## src/rtl/spi_master_driver.sv

```systemverilog
// rtl/spi_master_driver.sv - full-duplex SPI master, one byte per tx handshake, all four SPI modes
module spi_master_driver #(
  parameter logic [1:0] MODE    = 2'b00,
  parameter int         CLK_DIV = 4
) (
  input  logic       clk,
  input  logic       rst,
  input  logic [7:0] tx_data,
  input  logic       tx_last,
  input  logic       tx_valid,
  output logic       tx_ready,
  output logic [7:0] rx_data,
  output logic       rx_valid,
  output logic       busy,
  output logic       sclk,
  output logic       mosi,
  input  logic       miso,
  output logic       cs_n
);

  localparam logic        CPOL   = MODE[1];
  localparam logic        CPHA   = MODE[0];
  localparam logic [15:0] DIV_TC = 16'(CLK_DIV - 1);

  typedef enum logic [2:0] {S_IDLE, S_SETUP, S_XFER, S_WAIT, S_HOLD} state_t;

  state_t      state_q;
  logic [15:0] div_q;
  logic [3:0]  edge_q;
  logic [7:0]  tx_sr_q;
  logic [7:0]  rx_sr_q;
  logic [7:0]  rx_data_q;
  logic        last_q;
  logic        sclk_q;
  logic        mosi_q;
  logic        cs_n_q;
  logic        rx_valid_q;

  logic       accept;
  logic       div_tc;
  logic       leading;
  logic       sample_now;
  logic       drive_now;
  logic [7:0] rx_shift;

  always_comb begin
    tx_ready   = (state_q == S_IDLE) || (state_q == S_WAIT);
    accept     = tx_valid && tx_ready;
    div_tc     = (div_q == DIV_TC);
    // Edges are counted from zero, so an even count means the next edge is a leading one.
    leading    = ~edge_q[0];
    sample_now = (state_q == S_XFER) && div_tc && (leading ^ CPHA);
    drive_now  = (state_q == S_XFER) && div_tc && (leading == CPHA) && (edge_q != 4'd15);
    rx_shift   = {rx_sr_q[6:0], miso};
  end

  always_ff @(posedge clk or posedge rst) begin
    if (rst) begin
      state_q    <= S_IDLE;
      div_q      <= '0;
      edge_q     <= '0;
      tx_sr_q    <= '0;
      rx_sr_q    <= '0;
      rx_data_q  <= '0;
      last_q     <= 1'b0;
      sclk_q     <= CPOL;
      mosi_q     <= 1'b0;
      cs_n_q     <= 1'b1;
      rx_valid_q <= 1'b0;
    end else begin
      rx_valid_q <= 1'b0;
      if (sample_now) rx_sr_q <= rx_shift;
      if (drive_now) begin
        mosi_q  <= tx_sr_q[7];
        tx_sr_q <= {tx_sr_q[6:0], 1'b0};
      end
      // With CPHA=0 bit7 goes out at accept, so the shifter starts one bit ahead.
      if (accept) begin
        tx_sr_q <= CPHA ? tx_data : {tx_data[6:0], 1'b0};
        last_q  <= tx_last;
        if (!CPHA) mosi_q <= tx_data[7];
        cs_n_q  <= 1'b0;
        div_q   <= '0;
        edge_q  <= '0;
        state_q <= (state_q == S_IDLE) ? S_SETUP : S_XFER;
      end else begin
        case (state_q)
          S_SETUP: begin
            if (div_tc) begin
              div_q   <= '0;
              state_q <= S_XFER;
            end else begin
              div_q <= div_q + 16'd1;
            end
          end
          S_XFER: begin
            if (div_tc) begin
              div_q  <= '0;
              sclk_q <= ~sclk_q;
              edge_q <= edge_q + 4'd1;
              if (edge_q == 4'd15) begin
                rx_data_q  <= sample_now ? rx_shift : rx_sr_q;
                rx_valid_q <= 1'b1;
                state_q    <= last_q ? S_HOLD : S_WAIT;
              end
            end else begin
              div_q <= div_q + 16'd1;
            end
          end
          S_HOLD: begin
            if (div_tc) begin
              div_q   <= '0;
              cs_n_q  <= 1'b1;
              state_q <= S_IDLE;
            end else begin
              div_q <= div_q + 16'd1;
            end
          end
          S_IDLE, S_WAIT: begin
          end
          default: state_q <= S_IDLE;
        endcase
      end
    end
  end

  assign busy     = (state_q != S_IDLE);
  assign sclk     = sclk_q;
  assign mosi     = mosi_q;
  assign cs_n     = cs_n_q;
  assign rx_data  = rx_data_q;
  assign rx_valid = rx_valid_q;

endmodule

```

## config.mk

```make
export PLATFORM = sky130hd
export DESIGN_NAME = spi_master_driver
export DESIGN_NICKNAME = d
export VERILOG_FILES = /design/src/rtl/spi_master_driver.sv
export SDC_FILE = /design/constraint.sdc
export NUM_CORES = 1
export LEC_CHECK = 0
export CORE_MARGIN = 2
export CORE_UTILIZATION = 40
export CTS_CLUSTER_DIAMETER = 200
export CTS_CLUSTER_SIZE = 12
export DETAILED_ROUTE_END_ITERATION = 6
export DONT_BUFFER_PORTS = 1
export PLACE_DENSITY = 0.66
export REMOVE_ABC_BUFFERS = 1
export SYNTH_ARGS = -nofsm -noshare
export SYNTH_HDL_FRONTEND = slang
export SYNTH_SLANG_ARGS = --single-unit
export TNS_END_PERCENT = 20
```

## constraint.sdc

```tcl
create_clock -name clk -period 1.75 [get_ports clk]
set_input_delay 0.175 -clock clk [delete_from_list [all_inputs] [get_ports clk]]
set_output_delay 0.175 -clock clk [all_outputs]
set_load 0.01 [all_outputs]
```

# Word level (Yosys, flattened, before mapping)
# Index checks and enable logic that the tools add are counted.
# totals
in_bits,13
register_bits,52
output_inout_bits,14
elab_cells,74
# op_classes
reduce_logical,20
add_sub_neg,2
n_eq_ne,12
n_bitwise,3
muxes,26
# op_table
cell,n
two-way mux 16 bit,3
two-way mux 8 bit,3
two-way mux 3 bit,6
adder 16 x 1 -> 16 bit (second input constant),1
== test 16 x 2 -> 1 bit (second input constant),1
two-way mux 4 bit,3
case mux 3 bit (4 select lines),1
nonzero test 2 bit,5
two-way mux 1 bit,9
inequality test 3 bit (second input constant),3
== test 3 x 2 -> 1 bit (second input constant),2
logical AND 1 bit,5
AND reduction 5 bit,1
adder 4 x 1 -> 4 bit (second input constant),1
== test 4 bit (second input constant),1
inequality test 4 bit (second input constant),1
AND reduction 2 bit,2
AND reduction 4 bit,1
== test 3 x 1 -> 1 bit (second input constant),1
== test 3 bit (second input constant),1
zero test 3 bit,1
inequality test 3 x 2 -> 1 bit (second input constant),1
inverter 1 bit,3
AND reduction 3 bit,1
other kinds (6),6

# Logic depth before layout (Yosys ltp)
# Gate-level depths: netlist of the first run.
# logic_depth
word_depth,6
ltp_mapped,8
ltp_nobuf,5

# Worst setup path after synthesis of the first run
# No wires, ideal clock.
# synth_path
path_type,reg2reg
start,register state_q[0]
end,register rx_sr_q[0]
setup_time_ns,0.125
stages_incl_launch_ff,7
n_path_buf,3
t_arrival_ns,1.757
period_less_slack_ns,1.882
slack_ns,-0.132
t_required_ns,1.625
path_cell_list,dfrtp_1 > buf_6 > or3b_1 > buf_2 > or3_1 > buf_6 > mux2_4
# synth_between
elab_chain_len,4
# synth_lines
element,line,rtl
start: declaration,27,state_t state_q;
start signal: assignment,85,state_q <= (state_q == S_IDLE) ? S_SETUP : S_XFER;
start signal: assignment,104,state_q <= last_q ? S_HOLD : S_WAIT;
== test 3 x 2 -> 1 bit,52,sample_now = (state_q == S_XFER) && div_tc && (leading ^ CPHA);
logical AND 1 bit (2 in series),52,
two-way mux 8 bit,n/a,
end signal: assignment,72,if (sample_now) rx_sr_q <= rx_shift;
end: declaration,31,logic [7:0] rx_sr_q;
# No other way between the ends.
# A chain may end at the register's enable or synchronous reset.

# Final worst setup path of the first run
# layout_path
start,register div_q[10]
end,register rx_sr_q[3]
# layout_between
elab_chain_len,4
# layout_lines
element,line,rtl
start: declaration,28,logic [15:0] div_q;
start signal: assignment,93,div_q <= div_q + 16'd1;
start signal: assignment,107,div_q <= div_q + 16'd1;
start signal: assignment,116,div_q <= div_q + 16'd1;
== test 16 x 2 -> 1 bit,49,div_tc = (div_q == DIV_TC);
logical AND 1 bit (2 in series),52,
two-way mux 8 bit,n/a,
# No other way between the ends.

==> impl_metrics.json, run 1 <==
{
  "outcome": "finished with violations",
  "violations": "setup timing",
  "dp_hpwl_mm": 4.482,
  "design.core.area_mm2": 0.006756,
  "arrival_ns": 2.15,
  "drive_above_1_share_pct": 30.79,
  "final-setup-viol-count": 22,
  "synth-xor-area-share_pct": 0.9489,
  "drv_slew": 0,
  "start_util_pct": 40.98,
  "layout.cells.non_filler": 395,
  "grt_pass1_vias": 2150,
  "p_leak_uw": 0.001570,
  "rows": 30,
  "root_buffer": "clkbuf_8",
  "hold_path_class": "in2reg",
  "holdPathStages": 2,
  "wl_per_cell_um": 15.83,
  "yosys_warnings": 0,
  "fin_area_mm2": 0.003341,
  "final_core_util_pct": 49.44,
  "r2r_start": "div_q[10]",
  "min_to": "tx_sr_q[3]",
  "p_per_area_mw_per_mm2": 600.5,
  "ios": 27,
  "period_share_pct": 111.1,
  "finClkSkew_ns": 0.006291,
  "drt-total-wl_mm": 6.254,
  "drc": 0,
  "cts_tree": "built",
  "syn_to_final_growth_pct": 20.65,
  "timing.rr.end": "rx_sr_q[3]",
  "crit_chain": "nor4_2, buf_4, nand4_1, or3_1, buf_6, mux2_4",
  "syn_inst": 276,
  "die_x_um": 87.20,
  "yosysSeqAreaShare_pct": 46.14,
  "syn_area_mm2": 0.002769,
  "synthArstFlopShare_pct": 100.0,
  "hold_viol_final": 0,
  "clk_latency_ns": 0.31,
  "grt_pass1_wl_mm": 10.49,
  "synth.area.mux_share_pct": 12.79,
  "die_h_um": 87.20,
  "ys_ff_latch": 51,
  "worstPathRequired_ns": 1.96,
  "synth_top_flop_cell": "dfrtp_1",
  "worst_slew_pin_slew_ns": 0.5774,
  "reg2reg_slack_ns": -0.19,
  "io_buffers": 0,
  "ff2ff_path_depth": 6,
  "start_kind": "flip-flop",
  "cts_max_level": 2,
  "path_max_fanout": 8,
  "cp_top_family": "simple AND/OR/NAND/NOR gates",
  "critPathBufInv": 2,
  "synth_area_leaders": "dfrtp_1, mux2_2, mux2_4, nand3_1, a31oi_1",
  "postRouteAntennaNets": 0,
  "via_per_inst": 5.782,
  "cts_buffer_depth": 2,
  "crit_slowest_cell": "dfrtp_1",
  "hold_start": "tx_data[2]",
  "nFillCells": 635,
  "slowest_delay_ns": 0.42,
  "grt_usage_pct": 17.37,
  "fmax_ghz": 0.5143,
  "maxCapViolCount": 0,
  "place_area_mm2": 0.003139,
  "yosys.area_share.simple_pct": 19.34,
  "synth_top_family_by_area": "simple AND/OR/NAND/NOR gates",
  "synth_top_area_share_pct": 45.19,
  "drt-pass1-iter-count": 4,
  "gr-total-overflow": 0,
  "synth_edf_count": 0,
  "antenna_found_initial": 0,
  "grt_max_degree": 32,
  "final.min_clock_period_ns": 1.944,
  "end_kind": "flip-flop",
  "ys_types": 40,
  "cts.sinks": 51,
  "cts_buffers": 5,
  "setup_ws_ns": -0.1944,
  "ir_worst_vdd_mv": 0.3606,
  "yosysTopAreaCell": "dfrtp_1",
  "nets": 329,
  "slew_headroom_pct": 61.45,
  "synth-compound-area-share_pct": 13.96,
  "dpl.cell_count": 383,
  "die_area_mm2": 0.007604,
  "finalWeightedCongestion": 0.8461,
  "clkSlewWorstSetupHoldPaths_ns": 0.10,
  "drtIter0Drc": 162,
  "diodes": 0,
  "postCtsSetupBuffers": 0,
  "syn-mean-instance-area_um2": 10.03,
  "synthAdderAreaFrac_pct": 0.9038,
  "critical_path_class": "reg2reg",
  "via_count": 2284,
  "rsz0062_at_grt": "true"
}
synthesized netlist by cell type (2+ instances only):
cell / instances
dfrtp_1: 50
nand3_1: 23
mux2_2: 19
nor2_1: 16
inv_1: 15
o21ai_0: 14
a31oi_1: 13
nand2_1: 12
a21oi_1: 11
clkbuf_1: 9
o31a_1: 9
or3_1: 9
buf_2: 8
mux2_4: 8
nand4_1: 8
and3_1: 6
nor3_1: 6
and4_1: 5
nor4_1: 4
buf_6: 3
o2111ai_1: 3
or4_1: 3
a221o_1: 2
ha_1: 2
mux2i_1: 2
xor2_1: 2
repair_timing:
| action | 4_1_cts | 5_1_grt |
|---|---|---|
| endpoints found under the hold margin | 27 | 0 |
| gates cloned | 0 | 0 |
| pin swaps | 4 | 3 |
| gates resized for setup | 11 | 5 |
| hold buffers | 4 | 0 |
| endpoints found under the setup margin | 37 | 45 |
stage by stage:
step,total power [µW],setup TNS [ns],setup slack (ns),hold slack [ns]
6_report,2006,-2.474,-0.1944,0.01971
5_1_grt,2078,-5.584,-0.2846,0.02773
4_1_cts,2032,-2.423,-0.1916,0.01367
3_5_place_dp,1295,-3.653,-0.2417,0.1572
3_3_place_gp,1291,-2.195,-0.1720,0.1507
2_1_floorplan,1270,-27.02,-1.119,0.2804
worst max path at each step:
stage               slack [ns]          to  cells past startpoint       from
floorplan                -1.12  rx_sr_q[0]                      5   div_q[0]
global placement         -0.17  rx_sr_q[4]                      6   div_q[0]
detailed placement       -0.24  rx_sr_q[3]                      6   div_q[0]
CTS                      -0.19  rx_sr_q[1]                      6  div_q[10]
global route             -0.28  tx_sr_q[6]                      6  div_q[10]
finish                   -0.19  rx_sr_q[3]                      6  div_q[10]
sequential cells by signal, summed over array words and instances, names as in the netlist:
register and count:
tx_sr_q 7, edge_q 4, rx_data 8, mosi 1, sclk 1, rx_valid 1
last_q 1, rx_sr_q 8, state_q 3, div_q 16, cs_n 1
routing by layer:
layer | GRT usage [%] | part of all wire, %
met2 | 27.62 | 48
met3 | 2.180 | 4.3
met1 | 24.88 | 46
met4 | 5.315 | 1.3
met5 | 0 | 0
area by class of cell:
cell class | count | area [µm²] | area share (%)
Multi-Input combinational cell | 190 | 1383 | 41.39
Sequential cell | 51 | 1277 | 38.24
Timing Repair Buffer | 51 | 429.2 | 12.85
Tap cell | 80 | 100.1 | 2.996
Clock buffer | 5 | 68.82 | 2.060
Inverter | 15 | 56.30 | 1.685
Clock inverter | 3 | 26.28 | 0.7865
cell usage in the layout, fill, tap and decap left out, types with 6 or more instances in the layout:
cell	count
a21oi_1	10
a31oi_1	13
and3_1	6
buf_4	42
dfrtp_1	50
inv_1	14
mux2_2	19
mux2_4	8
nand2_1	12
nand3_1	21
nand4_1	8
nor2_1	16
o21ai_0	13
o31a_1	9
or3_1	9
power breakdown:
group / internal [µW] / switching (µW)
logic: 29.3 / 42.1
clock network: 295 / 435
registers: 1190 / 10.9
cell families after synthesis:
| family | count (synthesis) |
|---|---|
| AOI/OAI and AO/OA | 59 |
| xor gates and xnor gates | 3 |
| adders and majority gates | 2 |
| buffers and inverters | 35 |
| DFF | 51 |
| muxes | 29 |
| and+or+nand+nor | 97 |
Power figures use the tool's default switching activity.
==> run 2, diff against run 1 <==
Settings changed: CORE_MARGIN 2 to 8, GPL_TIMING_DRIVEN set to 0, SETUP_SLACK_MARGIN set to 0.5.
==> run 2 against run 1 <==
Against the previous run: the flow still finishes with violations (setup timing); critical path depth is 1 lower; non-clock buffer count is 24 lower; fmax is 4.6% lower; clock skew is 0.0043 ns higher; sequential power hardly changed; routed wire length is 2.6% higher; power is 0.23% lower; first-iteration DRC count is 4.9% higher; clock power is 0.5% lower; highest routed layer unchanged.
==> impl_metrics.json, run 2 (synthesis results as in run 1) <==
{
  "cp-endpoint": "rx_sr_q[1]",
  "finalHoldWorstSlack_ns": 0.01056,
  "p_int_uw": 1517,
  "hold_path_class": "in2reg",
  "max_flop_register": "div_q",
  "design.core.area_mm2": 0.006756,
  "dp_slack_ns": -1.045,
  "grt_max_degree": 40,
  "die_area_mm2": 0.009841,
  "seq_power_share_pct": 60.3,
  "cts_buffers": 5,
  "gr-total-overflow": 0,
  "violations": "setup timing",
  "drt-total-wl_mm": 6.416,
  "finalWeightedCongestion": 0.8164,
  "grt_pass1_wl_mm": 10.17,
  "grt_pass1_vias": 2093,
  "period_share_pct": 116.5,
  "ff2ff_path_depth": 5,
  "grt_usage_pct": 12.34,
  "hold_start": "miso",
  "ir_worst_vdd_mv": 0.4323,
  "crit_chain": "nor4b_4, nand4_1, buf_4, or3_4, mux2_4",
  "worst_slew_pin_slew_ns": 0.5001,
  "outcome": "finished with violations",
  "root_buffer": "clkbuf_8",
  "wl_per_cell_um": 17.29,
  "cts_tree": "built",
  "finClkSkew_ns": 0.01057,
  "drv_slew": 0,
  "start_kind": "flip-flop",
  "p_leak_uw": 0.001484,
  "p_sw_share_pct": 24.21,
  "nets": 305,
  "crit_slowest_cell": "dfrtp_2",
  "worstPathRequired_ns": 1.95,
  "layout_common_cells": "dfrtp_1, nand3_1, mux2_2",
  "die_x_um": 99.20,
  "comb_power_share_pct": 3.4,
  "nFillCells": 615,
  "rsz0062_at_grt": "true",
  "p_sw_uw": 484.6,
  "end_kind": "flip-flop",
  "maxCapViolCount": 0,
  "hold_viol_final": 0,
  "antenna_found_initial": 0,
  "via_count": 2214,
  "cts_max_level": 2,
  "slowest_delay_ns": 0.48,
  "die_h_um": 99.20,
  "final_common_cell": "dfrtp_1",
  "crit_start": "div_q[9]",
  "diodes": 0,
  "drt-pass1-iter-count": 4,
  "drc": 0,
  "rows": 30,
  "cts_buffer_depth": 2,
  "clkSlewWorstSetupHoldPaths_ns": 0.11,
  "clk_latency_ns": 0.31,
  "ios": 27,
  "power_frac_clock_pct": 36.3,
  "largest_reg_flops": 16,
  "final.min_clock_period_ns": 2.039,
  "io_buffers": 0,
  "register_area_mm2": 0.001289,
  "reg2reg_slack_ns": -0.29,
  "dp_hpwl_mm": 3.936,
  "postRouteAntennaNets": 0,
  "fmax_ghz": 0.4905,
  "via_per_inst": 5.968,
  "p_per_area_mw_per_mm2": 606.4,
  "final-setup-viol-count": 45,
  "timing.rr.end": "rx_sr_q[1]",
  "drive_above_1_share_pct": 31.96,
  "r2r_start": "div_q[9]",
  "start_util_pct": 40.98,
  "setup_ws_ns": -0.2887,
  "path_max_fanout": 8,
  "critical_path_class": "reg2reg",
  "drtIter0Drc": 170,
  "arrival_ns": 2.24,
  "fin_setup_tns_ns": -6.789,
  "syn_to_final_growth_pct": 19.20,
  "multiInputGateArea_mm2": 0.001458,
  "cts.sinks": 51,
  "slew_headroom_pct": 66.48
}
-- run 2: cell count changes in the layout (fill, tap and decap cells not counted), moves of 4 or more --
cell,delta
o21ai_0,-6
dfrtp_1,-9
o21ai_2,+4
dfrtp_2,+9
buf_4,-26
-- run 2: area by class of cell --
cell class              instances  area share, %
multi-input cells             190          44.16
flip-flops and latches         51          39.04
clock buffers                   5          2.085
inverters                      15          1.706
repair buffers                 27          9.136
clock inverters                 3         0.8340
well taps                      80          3.033
-- run 2: power groups by stage --
stage          Combinational, µW  Sequential (µW)  Clock, µW
5_1_grt                     79.7             1210        779
3_5_place_dp                57.4             1230          0
4_1_cts                     69.9             1210        739
2_1_floorplan               41.2             1230          0
6_report                    69.0             1210        726
3_3_place_gp                49.9             1230          0
-- run 2: metal layers --
layer	up-vias	track usage, %	wire length (µm)
met5	-	0	0
met4	0	4.191	126
met3	11	2.235	233
met2	55	20.30	3112
met1	1097	15.88	2943
li1	1051	-	-
-- run 2: worst min-delay path by stage --
stage                  to  slack, ns  depth (start not counted)
6_report       rx_sr_q[0]       0.01                          1
3_3_place_gp       last_q       0.29                          2
2_1_floorplan      last_q       0.28                          2
4_1_cts        rx_sr_q[0]      0.004                          1
5_1_grt        rx_sr_q[0]    -0.0003                          1
3_5_place_dp   rx_data[7]       0.02                          1
-- run 2: worst max-delay path: cells and delay by family (launching register included) --
family        cells  cell delay, ns
flops             1            0.48
buf+inv           1            0.18
simple gates      3            0.94
mux               1            0.32
-- run 2: per-stage QoR --
step                      std cells  cell area (µm²)  utilization, %  power [µW]
after floorplan                 256             2661               -        1270
after global placement          336             2761           40.87        1282
after detailed placement        339             2820           41.74        1290
after CTS                       358             3126           46.26        2014
after global routing            371             3301           48.85        2067
final                           371             3301           48.85        2002
-- run 2: timing repair --
| item | CTS | global route |
|---|---|---|
| resized for setup | 32 | 14 |
| hold buffers | 3 | 0 |
| endpoints found under the hold margin | 14 | 0 |
| buffers inserted | 8 | 11 |
| gates cloned | 0 | 2 |
| endpoints found under the setup margin | 53 | 53 |
| pin swaps | 7 | 7 |
